==> src/rtl/bitwise_logic_unit_seq_if.sv <==
// Handshake bundle for the sliced bitwise logic unit.
// Request side: in_valid/in_ready, op, a, b.
// Result side: out_valid/out_ready, res, zero, ones.
interface bitwise_logic_unit_seq_if #(
  parameter int WIDTH = 32
) ();
  logic             in_valid;
  logic             in_ready;
  logic [2:0]       op;
  logic [WIDTH-1:0] a;
  logic [WIDTH-1:0] b;
  logic             out_valid;
  logic             out_ready;
  logic [WIDTH-1:0] res;
  logic             zero;
  logic             ones;

  modport master (
    output in_valid, op, a, b, out_ready,
    input  in_ready, out_valid, res, zero, ones
  );

  modport slave (
    input  in_valid, op, a, b, out_ready,
    output in_ready, out_valid, res, zero, ones
  );
endinterface

==> src/rtl/bitwise_logic_unit_seq.sv <==
// Sliced bitwise logic lane: one of eight functions, SLICE bits/clock.
// Ports: clk, reset (async, active-high), bus (slave handshake bundle).
module bitwise_logic_unit_seq #(
  parameter int WIDTH = 32,
  parameter int SLICE = 8
) (
  input logic                     clk,
  input logic                     reset,
  bitwise_logic_unit_seq_if.slave bus
);

  localparam int NSLICE = WIDTH / SLICE;
  localparam int CW = (NSLICE > 1) ? $clog2(NSLICE) : 1;
  localparam logic [CW-1:0] LAST = CW'(NSLICE - 1);

  typedef enum logic [1:0] {
    S_IDLE,
    S_BUSY,
    S_DONE
  } state_t;

  state_t           r_state;
  state_t           w_next;
  logic [WIDTH-1:0] r_a;
  logic [WIDTH-1:0] r_b;
  logic [2:0]       r_op;
  logic [CW-1:0]    r_cnt;
  logic [WIDTH-1:0] r_res;
  logic             r_zero;
  logic             r_ones;

  logic [31:0]      w_base;
  logic [SLICE-1:0] w_sa;
  logic [SLICE-1:0] w_sb;
  logic [SLICE-1:0] w_slice;
  logic [WIDTH-1:0] w_res;
  logic             w_acc;
  logic             w_last;

  assign w_base = 32'(r_cnt) * 32'(SLICE);
  assign w_acc  = (r_state == S_IDLE) && bus.in_valid;
  assign w_last = (r_cnt == LAST);

  always_comb begin
    w_sa    = r_a[w_base +: SLICE];
    w_sb    = r_b[w_base +: SLICE];
    w_slice = '0;
    unique case (r_op)
      3'b000:  w_slice = w_sa & w_sb;
      3'b001:  w_slice = w_sa | w_sb;
      3'b010:  w_slice = w_sa ^ w_sb;
      3'b011:  w_slice = ~(w_sa & w_sb);
      3'b100:  w_slice = ~(w_sa | w_sb);
      3'b101:  w_slice = ~(w_sa ^ w_sb);
      3'b110:  w_slice = w_sa & ~w_sb;
      default: w_slice = w_sa;
    endcase
  end

  // Merged view of the result after this cycle's slice; the flags
  // are taken from it on the final slice so they see the whole word.
  always_comb begin
    w_res = r_res;
    w_res[w_base +: SLICE] = w_slice;
  end

  always_comb begin
    w_next = r_state;
    unique case (r_state)
      S_IDLE:  if (bus.in_valid) w_next = S_BUSY;
      S_BUSY:  if (w_last) w_next = S_DONE;
      S_DONE:  if (bus.out_ready) w_next = S_IDLE;
      default: w_next = S_IDLE;
    endcase
  end

  always_ff @(posedge clk or posedge reset) begin
    if (reset) r_state <= S_IDLE;
    else       r_state <= w_next;
  end

  always_ff @(posedge clk or posedge reset) begin
    if (reset) begin
      r_a    <= '0;
      r_b    <= '0;
      r_op   <= '0;
      r_cnt  <= '0;
      r_res  <= '0;
      r_zero <= 1'b0;
      r_ones <= 1'b0;
    end else begin
      if (w_acc) begin
        r_a   <= bus.a;
        r_b   <= bus.b;
        r_op  <= bus.op;
        r_cnt <= '0;
      end
      if (r_state == S_BUSY) begin
        r_res <= w_res;
        if (w_last) begin
          r_zero <= ~|w_res;
          r_ones <= &w_res;
        end else begin
          r_cnt <= r_cnt + 1'b1;
        end
      end
      // Counter parks on the last slice in DONE and
      // is cleared only when the result is taken.
      if ((r_state == S_DONE) && bus.out_ready)
        r_cnt <= '0;
    end
  end

  assign bus.in_ready  = (r_state == S_IDLE);
  assign bus.out_valid = (r_state == S_DONE);
  assign bus.res       = r_res;
  assign bus.zero      = r_zero;
  assign bus.ones      = r_ones;

endmodule

==> src/flat_wrapper.sv <==
// flat-port wrapper written by rule: the top's interface ports become plain ports
module bitwise_logic_unit_seq_flat 
#(
  parameter int WIDTH = 32,
  parameter int SLICE = 8
)
  (clk, reset, bus_in_valid, bus_op, bus_a, bus_b, bus_out_ready, bus_in_ready, bus_out_valid, bus_res, bus_zero, bus_ones);
  bitwise_logic_unit_seq_if #(.WIDTH(WIDTH)) bus_i ();
  input logic clk;
  input logic reset;
  input wire logic [$bits(bus_i.in_valid)-1:0] bus_in_valid;
  input wire logic [$bits(bus_i.op)-1:0] bus_op;
  input wire logic [$bits(bus_i.a)-1:0] bus_a;
  input wire logic [$bits(bus_i.b)-1:0] bus_b;
  input wire logic [$bits(bus_i.out_ready)-1:0] bus_out_ready;
  output wire logic [$bits(bus_i.in_ready)-1:0] bus_in_ready;
  output wire logic [$bits(bus_i.out_valid)-1:0] bus_out_valid;
  output wire logic [$bits(bus_i.res)-1:0] bus_res;
  output wire logic [$bits(bus_i.zero)-1:0] bus_zero;
  output wire logic [$bits(bus_i.ones)-1:0] bus_ones;
  assign bus_i.in_valid = bus_in_valid;
  assign bus_i.op = bus_op;
  assign bus_i.a = bus_a;
  assign bus_i.b = bus_b;
  assign bus_i.out_ready = bus_out_ready;
  assign bus_in_ready = bus_i.in_ready;
  assign bus_out_valid = bus_i.out_valid;
  assign bus_res = bus_i.res;
  assign bus_zero = bus_i.zero;
  assign bus_ones = bus_i.ones;
  bitwise_logic_unit_seq #(.WIDTH(WIDTH), .SLICE(SLICE)) u_core (.clk(clk), .reset(reset), .bus(bus_i));
endmodule
==> config.mk <==
export PLATFORM = sky130hd
export DESIGN_NAME = bitwise_logic_unit_seq_flat
export DESIGN_NICKNAME = d
export VERILOG_FILES = /design/src/rtl/bitwise_logic_unit_seq_if.sv /design/src/rtl/bitwise_logic_unit_seq.sv /design/src/flat_wrapper.sv
export SDC_FILE = /design/constraint.sdc
export NUM_CORES = 1
export LEC_CHECK = 0
export ABC_AREA = 0
export CORE_ASPECT_RATIO = 2
export CORE_UTILIZATION = 53
export DETAILED_ROUTE_END_ITERATION = 8
export PLACE_DENSITY = 0.77
export SLEW_MARGIN = 20
export SYNTH_ARGS = -nofsm -noshare
export SYNTH_HDL_FRONTEND = slang
export SYNTH_SLANG_ARGS = --single-unit
==> constraint.sdc <==
create_clock -name clk -period 5.05 [get_ports clk]
set_clock_uncertainty 0.1 [all_clocks]
set_input_delay 1.515 -clock clk [delete_from_list [all_inputs] [get_ports clk]]
set_output_delay 1.515 -clock clk [all_outputs]
set_load 0.01 [all_outputs]
==> metrics <==
distinct cell type count of the synthesized netlist between 60 and 70; synth top area cells dfrtp_1 (44%), mux2_2 (14%), ha_1 (6.2%); Hold Startpoint u_core.r_b[23]; total power 5.39 mW; Synth top area share a little over two fifths; cells after synthesis between 500 and 600; Setup crit start u_core.r_cnt[0]; Async S/R FF share, synth 100%; Clock Path Buffers 2; relative slew slack 34.6%; critical setup path kind reg2reg; simple-gate portion of the synthesized area 11.7%; routability congestion estimate 0.984; pin count of the biggest net entering global routing between 60 and 70; remaining global-route overflow 0; FF+latch count, synth around 110; core region area 10900 um^2; WL/cell about 22 um; RSZ-0062 raised after global routing no; cts hold-fix bufs 0; Setup Buffers After CTS 0; CTS tree yes; Yosys warning total 0; Slowest-stage cell, CP dfrtp_1; initial antenna violation count 0; Die Wd ~77 um; vias after detailed routing ~4600; vias in the first global route 5013; CTS clk-pin slew, worst paths 80 ps; Arrival @ worst endpoint around 4400 ps; WP buf/inv 1; Pleak 3.09 nW; nets 707; drt pass-1 iters 4; Worst Path Max Fanout 12; Post-Syn Area per Cell 11.8 um^2; worst-margin pin slew 972 ps; Startpoint Class register; post-DP HPWL 12.9 mm; worst endpoint required time 5230 ps; Area Growth Syn to Fin 23.9%; Hold Worst Slack 408 ps; Fill cells approximately 840; Post-synth top flop dfrtp_1; Synth area leader dfrtp_1; Crit path max-delay family compound AO/OA/AOI/OAI gates; Synth Area in XOR/XNOR 0%; Max VDD drop between 0.5 and 0.6 mV; Net Count, Synth 609; placed cell areas 7150 um^2; clk root buf clkbuf_16; Critical Path, Cell by Cell buf_4 > mux4_2 > ha_1 > and2_1 > o32a_1 > a21oi_2 > a31oi_1 > nor4_1 > nand4_1 > o21ai_1; Row Count between 50 and 60; outcome complete, no violations; Die Y about 150 um; Final Hold Fails 0; CTS-repair resized insts 0; first-pass GRT wire length approximately 27 mm; Detail Route Antenna Nets 0; pins over their slew limit 0; PortBufs 106; Residual DRC 0; diode count 0; Tcrit/Tclk final 83.2%; Final Setup Violations 0; Die ar. 11800 um^2; Clock Sinks 105; slowest stage delay, CP ~800 ps; drt first-iter violations 270; Num CTS Buffers 9; layout cells sized above 1 22.7%; crit end category register; Setup TNS Final 0 ps; largest family of logic cells by synthesized area multiplexers; routed vias/inst 6.17; Netlist Area Pre-Place 6010 um^2; EDFF count, synth 0; Clock Latency Late Sink approximately 360 ps; sequential share of the synthesized area 43.7%; Synth Area in Compound Gates 12.5%; global-route usage over all layers 30.7%; max-cap violations 0; adder-cell share of the synthesized area 6.25%; P per Cell Area 724 nW/um^2; total wire length 16.8 mm; IO Pins around 110; mux share of post-synthesis cell area between 20 and 25%; Hold Crit Class reg2reg; CTS H-tree depth 3; shortest period the worst path allows roughly 4200 ps; Initial Utilization between 50% and 60%; worst r2r src u_core.r_cnt[0]; Final Cell Area 7450 um^2; achievable frequency 238 MHz
[synth_stat cells (12+ instances only)]
| cell | instances |
|---|---|
| clkbuf_1 | 12 |
| inv_1 | 26 |
| nor2_1 | 17 |
| mux4_2 | 15 |
| nor4_1 | 12 |
| mux2_2 | 75 |
| nand2_1 | 32 |
| ha_1 | 30 |
| a22o_1 | 17 |
| o21ai_0 | 19 |
| dfrtp_1 | 105 |
[worst paths after layout]
kind	endpoint	slack (ps)	depth (start not counted)
min in group asynchronous	u_core.r_a[4]	1460	2
max	u_core.bus.ones	850	10
max in group asynchronous	u_core.bus.res[14]	2540	3
min	u_core.r_b[23]	410	1
min reg2reg	u_core.r_b[23]	410	1
max reg2reg	u_core.bus.ones	850	10
[cell type report]
cell class                 count  area [um^2]  share of cell area (%)
inverter                      27          104                    1.39
clock buffer                   9          225                    3.02
timing repair buffer         114         1120                    15.1
sequential                   105         2630                    35.3
clock inverter                 7         71.3                   0.958
multi-input combinational    349         3120                    41.9
tap                          140          175                    2.35
[stage by stage]
stage	std cells	worst slack (ps)	utilization (%)
after floorplan	508	674	-
after global routing	751	610	68.0
after global placement	735	957	65.3
final	751	850	68.0
after CTS	751	904	68.0
after detailed placement	735	944	65.3
[registers in the layout, indices dropped and copies added (netlist names)]
| name | cells |
|---|---|
| u_core.bus.res | 32 |
| u_core.r_a | 32 |
| u_core.r_b | 32 |
| u_core.r_op | 3 |
| u_core.r_cnt | 2 |
| u_core.r_state | 2 |
| u_core.bus.ones | 1 |
| u_core.bus.zero | 1 |
[where the power goes]
group          total (mW)  internal [mW]  leakage, nW  switching, mW
Clock               0.705          0.350        0.139          0.355
Combinational        3.05           1.43         1.65           1.62
Sequential           1.63           1.22         1.30          0.416
Total                5.39           3.00         3.09           2.39
[placed cells by master, fill, tap and decap left out, drive strengths merged, types with 8 or more instances in the layout]
cell type,count
buf,8
dfrtp,105
mux4,15
nor3,9
a22oi,13
nor2,18
a21oi,11
o22ai,8
nand2,32
a22o,17
nor2b,9
nor4,13
clkdlybuf4s50,106
clkbuf,9
ha,30
inv,30
mux2i,8
mux2,77
o21ai,23
[kinds of logic after synthesis]
| kind of cell | Yosys count |
|---|---|
| muxes | 100 |
| AOI/OAI and AO/OA | 100 |
| DFF | 105 |
| adders and majority gates | 30 |
| and+or+nand+nor | 119 |
| buffers and inverters | 54 |
[layer usage]
metal | up-vias | global-route usage (%) | wire length, um
met5 | - | 0 | 0
met4 | 0 | 17.7 | 805
met3 | 50 | 3.35 | 542
met2 | 176 | 59.7 | 9980
met1 | 2328 | 30.1 | 5510
li1 | 2078 | - | -
(Power assumes the default switching activity.)
